[config.mk]
export PLATFORM = sky130hd
export DESIGN_NAME = sram_banked_rw
export DESIGN_NICKNAME = d
export VERILOG_FILES = /design/src/rtl/sram_banked_rw.sv
export SDC_FILE = /design/constraint.sdc
export NUM_CORES = 1
export LEC_CHECK = 0
export CORE_MARGIN = 4
export CORE_UTILIZATION = 60
export DETAILED_ROUTE_END_ITERATION = 10
export PLACE_DENSITY = 0.8
export SYNTH_ARGS = -nofsm -noshare
export SYNTH_HDL_FRONTEND = slang
export SYNTH_SLANG_ARGS = --single-unit
[constraint.sdc]
create_clock -name clk -period 9.8 [get_ports clk]
set_clock_uncertainty 0.15 [all_clocks]
set_input_delay 1.96 -clock clk [delete_from_list [all_inputs] [get_ports clk]]
set_output_delay 1.96 -clock clk [all_outputs]
set_load 0.005 [all_outputs]
[src/rtl/sram_banked_rw.sv]
// Simple-dual-port scratchpad SRAM with per-byte write masking, a registered read
// with valid strobe, a selectable read-during-write policy and a built-in clear sweep.
module sram_banked_rw #(
  parameter int n        = 16,
  parameter int depth    = 64,
  parameter int RDW_MODE = 0,
  parameter int AW       = $clog2(depth)
) (
  input  logic            clk,
  input  logic            rst,
  input  logic            clear,
  output logic            busy,
  input  logic            wr_en,
  input  logic [AW-1:0]   wr_addr,
  input  logic [n-1:0]    wr_data,
  input  logic [n/8-1:0]  wr_mask,
  input  logic            rd_en,
  input  logic [AW-1:0]   rd_addr,
  output logic [n-1:0]    rd_data,
  output logic            rd_valid
);

  localparam int unsigned    NB      = n / 8;
  localparam logic [AW:0]    DEPTH_W = (AW+1)'(depth);
  localparam logic [AW-1:0]  LAST    = AW'(depth - 1);

  typedef enum logic {
    S_CLEAR,
    S_READY
  } state_t;

  state_t          state_q, state_d;
  logic [AW-1:0]   ptr_q, ptr_d;
  logic [n-1:0]    rd_data_q, rd_data_d;
  logic            rd_valid_q, rd_valid_d;
  logic [n-1:0]    mem_q [depth];

  logic            wr_fire;
  logic            rd_inrange;
  logic [n-1:0]    lane_mask;
  logic [n-1:0]    wr_merged;
  logic [n-1:0]    rd_word;
  logic            mem_we;
  logic [AW-1:0]   mem_waddr;
  logic [n-1:0]    mem_wdata;

  always_comb begin
    lane_mask = '0;
    for (int unsigned i = 0; i < NB; i++) begin
      lane_mask[8*i +: 8] = {8{wr_mask[i]}};
    end
  end

  // Datapath terms shared by the write merge and the write-first read bypass.
  always_comb begin
    wr_fire    = (state_q == S_READY) && !clear && wr_en &&
                 ({1'b0, wr_addr} < DEPTH_W) && (|wr_mask);
    rd_inrange = ({1'b0, rd_addr} < DEPTH_W);
    wr_merged  = (mem_q[wr_addr] & ~lane_mask) | (wr_data & lane_mask);
    rd_word    = rd_inrange ? mem_q[rd_addr] : '0;
    if ((RDW_MODE == 1) && wr_fire && (wr_addr == rd_addr)) begin
      rd_word = wr_merged;
    end
  end

  always_comb begin
    state_d    = state_q;
    ptr_d      = ptr_q;
    rd_valid_d = 1'b0;
    rd_data_d  = rd_data_q;
    mem_we     = 1'b0;
    mem_waddr  = ptr_q;
    mem_wdata  = '0;
    case (state_q)
      S_CLEAR: begin
        mem_we    = 1'b1;
        mem_waddr = ptr_q;
        mem_wdata = '0;
        ptr_d     = ptr_q + AW'(1);
        if (ptr_q == LAST) begin
          state_d = S_READY;
        end
      end
      S_READY: begin
        if (clear) begin
          state_d = S_CLEAR;
          ptr_d   = '0;
        end else begin
          if (wr_fire) begin
            mem_we    = 1'b1;
            mem_waddr = wr_addr;
            mem_wdata = wr_merged;
          end
          if (rd_en) begin
            rd_valid_d = 1'b1;
            rd_data_d  = rd_word;
          end
        end
      end
      default: state_d = S_CLEAR;
    endcase
  end

  always_ff @(posedge clk) begin
    if (rst) begin
      state_q    <= S_CLEAR;
      ptr_q      <= '0;
      rd_valid_q <= 1'b0;
      rd_data_q  <= '0;
    end else begin
      state_q    <= state_d;
      ptr_q      <= ptr_d;
      rd_valid_q <= rd_valid_d;
      rd_data_q  <= rd_data_d;
    end
  end

  // Array has no reset of its own; the clear sweep initialises it.
  always_ff @(posedge clk) begin
    if (!rst && mem_we) begin
      mem_q[mem_waddr] <= mem_wdata;
    end
  end

  assign busy     = (state_q == S_CLEAR);
  assign rd_data  = rd_data_q;
  assign rd_valid = rd_valid_q;

endmodule

==> results_dict.tcl, run 1 <==
set metrics [dict create \
    fin_nets 2631 \
    htree_levels 3 \
    async_flop_share_pct 0 \
    io_pins 53 \
    r2r-end "mem_q[43][5]" \
    ys_seq_area_share_pct 64.4 \
    grt_antenna_before_repair 6 \
    vias 29814 \
    layout_worst_path_cycle_share_pct 59.3 \
    crit_fanout 128 \
    post-route-worst-setup-slack_ns 3.99 \
    postCtsHoldBufs 0 \
    maxSlewHeadroom_pct 5.46 \
    max_cap_violations 0 \
    ir_drop_mv 0.231 \
    crit_path_end_kind "register" \
    synthCells 2561 \
    arrival_ns 6.03 \
    die_area_sq_um 85500 \
    rr_startpoint "state_q" \
    p_int_mw 7.23 \
    die_x_um 292 \
    drive_gt1_share_pct 36.8 \
    cts-root-buf "clkbuf_16" \
    layout_commonest_cell "edfxtp_1" \
    min_from "rd_data[12]" \
    yosysUniqueCellTypes 49 \
    grt_pass1_wl_um 219000 \
    powerDensity_nw_per_um2 173 \
    holdPathStages 2 \
    synth_area_leaders "edfxtp_1 63%, mux4_2 19%, mux2_2 6.0%" \
    grt_max_degree 129 \
    routed_wl_um 154000 \
    yosysWarnings 0 \
    overflow 0 \
    first_iter_violations 5479 \
    seqPwrFrac_pct 52.4 \
    status "completed" \
    p_leak_nw 14.8 \
    worst_pin_slew_ns 1.42 \
    synth_area_per_cell_sq_um 18.9 \
    syn_to_final_growth_pct 10.8 \
    synth_top_area_share_pct 63.4 \
    portBuffers 52 \
    place_area_sq_um 50500 \
    postRouteAntennaNets 0 \
    r2r_cells 5 \
    cts_setup_buffers 0 \
    final_cell_mix "1024 x edfxtp_1, 407 x mux4_2, 259 x mux2_2" \
    hold_end "rd_data[12]" \
    first_global_vias 29647 \
    dpl.hpwl_um 94200 \
    fp.coreArea_sq_um 80300 \
    drc 0 \
    cts_tree "yes" \
    setup-tns-final_ns 0 \
    cts_buffers 101 \
    max-clock-path-buffers 3 \
    rsz0062_at_grt "no" \
    die_y_um 292 \
    hold_class "reg -> reg" \
    setup_violations 0 \
    synth.net_count 2597 \
    synth_edf_count 1024 \
    path_class "in -> reg" \
    vias_per_cell 7.96 \
    r2r_slack_ns 5.50 \
    fin_hold_ws_ns 0.466 \
    post_drt_wl_per_cell_um 41.2 \
    cts_resized 0 \
    final_area_sq_um 53700 \
    max_freq_mhz 172 \
    final_max_slew_viol_count 0 \
    p_sw_share_pct 22.2 \
    ys_ff_latch 1048 \
    critPathLaunchType "primary input" \
    clkTransAtPathRegs_ns 0.06 \
    p_switching_mw 2.06 \
    hold_viol_final 0 \
    post-route-min-period_ns 5.81 \
    place.gp.congestion 1.02 \
    rows 104 \
    required_ns 10.02 \
    synth_area_leader_cell "edfxtp_1" \
    ys.flop_type "edfxtp_1" \
    initial_core_util_pct 60.4 \
    drtPass1Iterations 8 \
    grt_use_total_pct 36.2 \
    pwr-share-clk_pct 41.7 \
    place_ws_ns 3.49 \
    cts.sink_count 1048 \
    synth_area_sq_um 48500 \
    p_comb_share_pct 6.0 \
    insertion_delay_ns 0.69 \
]
## worst max-delay path, stage by stage
cell and delay (ns):
buf_8 0.47, buf_12 0.70, mux4_2 0.61, a22o_1 0.34, o41ai_1 0.59, o211ai_1 0.60
buf_4 0.50
## synth_stat cells (19+ instances only)
master,count
a22oi_1,48
mux2_2,259
nand2_1,19
mux4_2,407
edfxtp_1,1024
a22o_1,48
nor3_1,72
nand3_1,21
a21oi_1,26
mux2i_1,35
buf_2,54
nor2_1,82
buf_1,29
o22ai_1,144
dfxtp_1,24
clkbuf_1,114
## power groups by stage
stage | combinational [mW] | clock [mW] | sequential, mW
final | 0.554 | 3.87 | 4.87
after global routing | 0.560 | 4.07 | 4.87
after CTS | 0.536 | 3.86 | 4.87
after detailed placement | 0.531 | 0 | 4.96
after global placement | 0.524 | 0 | 4.96
after floorplan | 0.357 | 0 | 4.96
## logic make-up (layout without fill, tap and decap cells)
kind of cell / Yosys count / after routing / share of synthesized area, %
adder cells (fa/ha/maj): 1 / 1 / 0.0258
AO/OA/AOI/OAI: 367 / 367 / 5.43
other: 0 / 3 / 0
multiplexers: 710 / 710 / 26.1
buffers and inverters: 207 / 327 / 1.84
flip-flops: 1048 / 1048 / 64.4
AND/OR/NAND/NOR: 228 / 228 / 2.24
## registers in the layout (all words and copies together), names as in the netlist
register and cells:
state_q 1, rd_valid 1, ptr_q 6, rd_data 16, mem_q 1024
## metal layers
metal / vias to the layer above / part of all wire [%] / wire length [um] / track usage [%]
li1: 11161 / - / - / -
met1: 14922 / 31 / 47800 / 45.9
met2: 2998 / 45 / 69200 / 54.2
met3: 727 / 16 / 24800 / 13.6
met4: 6 / 8.1 / 12500 / 21.3
met5: - / 0.088 / 136 / 0
## stage by stage
stage               utilization [%]  power [mW]  instances
finish                         66.9        9.30       3744
global placement               62.9        5.49       3551
global route                   66.9        9.50       3741
CTS                            66.9        9.26       3741
floorplan                         -        5.32       2561
detailed placement             62.9        5.49       3552
## worst max path at each step
| stage | start | endpoint | slack [ns] | cells after the start |
|---|---|---|---|---|
| after global routing | wr_mask[0] | mem_q[29][5] | 3.85 | 6 |
| after CTS | wr_addr[0] | mem_q[39][5] | 4.19 | 7 |
| after detailed placement | wr_addr[0] | mem_q[4][5] | 3.49 | 7 |
| final | wr_addr[0] | mem_q[43][5] | 3.99 | 7 |
| after global placement | wr_addr[0] | mem_q[1][5] | 3.62 | 7 |
| after floorplan | wr_addr[0] | mem_q[0][0] | 4.01 | 8 |
## cell type report
cell class              instances  area, sq um
diodes                          3         7.51
clock buffers                 125         2710
clock inverters                64          531
fillers                      4858        26500
inverters                       3         11.3
multi-input cells            1306        16700
flip-flops and latches       1048        31200
well taps                    1060         1330
repair buffers                135         1200
Note: power is estimated with default switching activity, not from simulation.
==> run 2, diff against run 1 <==
- clock period: 9.8 -> 5.89 ns (I/O delays scaled with it)
==> results_dict.tcl, run 2 (synthesis results as in run 1) <==
set metrics [dict create \
    grt_use_total_pct 36.8 \
    cts_resized 0 \
    vias_per_cell 7.86 \
    clkTransAtPathRegs_ns 0.06 \
    hold_class "reg -> reg" \
    first_iter_violations 5481 \
    postRouteAntennaNets 0 \
    die_x_um 292 \
    rsz0062_at_grt "no" \
    place.gp.congestion 1.05 \
    overflow 0 \
    rr_startpoint "state_q" \
    met1_usage_pct 48.7 \
    seqPwrFrac_pct 51.9 \
    arrival_ns 5.10 \
    fin_nets 2726 \
    vias 30189 \
    regMostFlops "mem_q" \
    die_area_sq_um 85500 \
    powerDensity_nw_per_um2 286 \
    path_class "in -> reg" \
    min_from "ptr_q[4]" \
    p_sw_share_pct 22.1 \
    p_comb_share_pct 6.3 \
    cts_tree "yes" \
    routed_wl_um 157000 \
    grt_max_degree 87 \
    die_y_um 292 \
    syn_to_final_growth_pct 12.5 \
    grt_busiest_layer "met2" \
    layout_worst_path_cycle_share_pct 83.0 \
    r2r_cells 5 \
    drc 0 \
    setup-tns-final_ns 0 \
    rows 104 \
    final_max_slew_viol_count 0 \
    drive_gt1_share_pct 38.5 \
    crit_fanout 62 \
    r2r_slack_ns 1.91 \
    setup_violations 0 \
    p_leak_nw 15.3 \
    met2_usage_pct 53.8 \
    maxSlewHeadroom_pct 7.61 \
    final_cell_mix "1024 x edfxtp_1, 407 x mux4_2, 259 x mux2_2" \
    r2r-end "mem_q[38][13]" \
    post-route-min-period_ns 4.89 \
    crit_start "wr_addr[1]" \
    grt_antenna_before_repair 13 \
    initial_core_util_pct 60.4 \
    cts.sink_count 1048 \
    final_area_sq_um 54600 \
    fp.coreArea_sq_um 80300 \
    post_drt_wl_per_cell_um 40.8 \
    largest_register_ffs 1024 \
    status "completed" \
    cts-root-buf "clkbuf_16" \
    grt_pass1_wl_um 222000 \
    p_int_mw 12.1 \
    dpl.hpwl_um 99400 \
    critPathCapture "mem_q[29][1]" \
    insertion_delay_ns 0.68 \
    drtPass1Iterations 8 \
    pwr-share-clk_pct 41.8 \
    htree_levels 3 \
    critPathLaunchType "primary input" \
    p_switching_mw 3.45 \
    fin_hold_ws_ns 0.512 \
    max_cap_violations 0 \
    hold_viol_final 0 \
    max_freq_mhz 205 \
    crit_path_end_kind "register" \
    layout_commonest_cell "edfxtp_1" \
    place_area_sq_um 51300 \
    worst_pin_slew_ns 1.37 \
    postCtsHoldBufs 0 \
    max-clock-path-buffers 3 \
    io_pins 53 \
    required_ns 6.10 \
    ir_drop_mv 0.300 \
    cts_setup_buffers 0 \
    first_global_vias 29543 \
    met3_usage_pct 14.7 \
    portBuffers 52 \
    cts_buffers 102 \
]
## run 2: metrics by stage
stage / utilization [%] / setup WS, ns / std cells / power [mW]
2_1_floorplan: - / 0.878 / 2561 / 8.85
3_5_place_dp: 63.9 / 0.584 / 3646 / 9.20
3_3_place_gp: 63.9 / 0.621 / 3646 / 9.19
6_report: 68.0 / 1.00 / 3843 / 15.6
5_1_grt: 68.0 / 1.05 / 3838 / 15.9
4_1_cts: 68.0 / 1.23 / 3837 / 15.6
## run 2: how the worst min path moves through the flow
stage / slack [ns] / to / cells after the start
floorplan: 0.42 / rd_data[0] / 2
global placement: 0.47 / ptr_q[4] / 2
detailed placement: 0.47 / ptr_q[4] / 2
CTS: 0.48 / ptr_q[4] / 2
global route: 0.53 / ptr_q[4] / 2
finish: 0.51 / ptr_q[4] / 2
## run 2: critical path, cell delays in order
cell	delay (ns)
buf_6	0.56
nand2b_4	0.59
buf_4	0.38
o22ai_1	0.19
nor3_1	0.16
o41ai_1	1.23
buf_4	0.26
o211ai_1	0.15
buf_4	0.31
## run 2: final cells by class
type | count | area (sq um)
fillers | 4862 | 25700
flip-flops and latches | 1048 | 31200
well taps | 1060 | 1330
multi-input cells | 1306 | 16600
inverters | 3 | 11.3
diodes | 6 | 15.0
repair buffers | 229 | 2090
clock buffers | 128 | 2710
clock inverters | 63 | 591
## run 2: power by group through the flow
| stage | Clock, mW | Sequential (mW) | Combinational [mW] |
|---|---|---|---|
| floorplan | 0 | 8.25 | 0.594 |
| global placement | 0 | 8.26 | 0.931 |
| detailed placement | 0 | 8.26 | 0.940 |
| CTS | 6.50 | 8.10 | 0.947 |
| global route | 6.86 | 8.10 | 0.991 |
| finish | 6.51 | 8.10 | 0.979 |
## run 2: per-layer routing
layer,vias up,share of wire [%]
met2,2991,44
met5,-,0.013
met4,4,6.4
li1,11352,-
met3,498,18
met1,15344,32
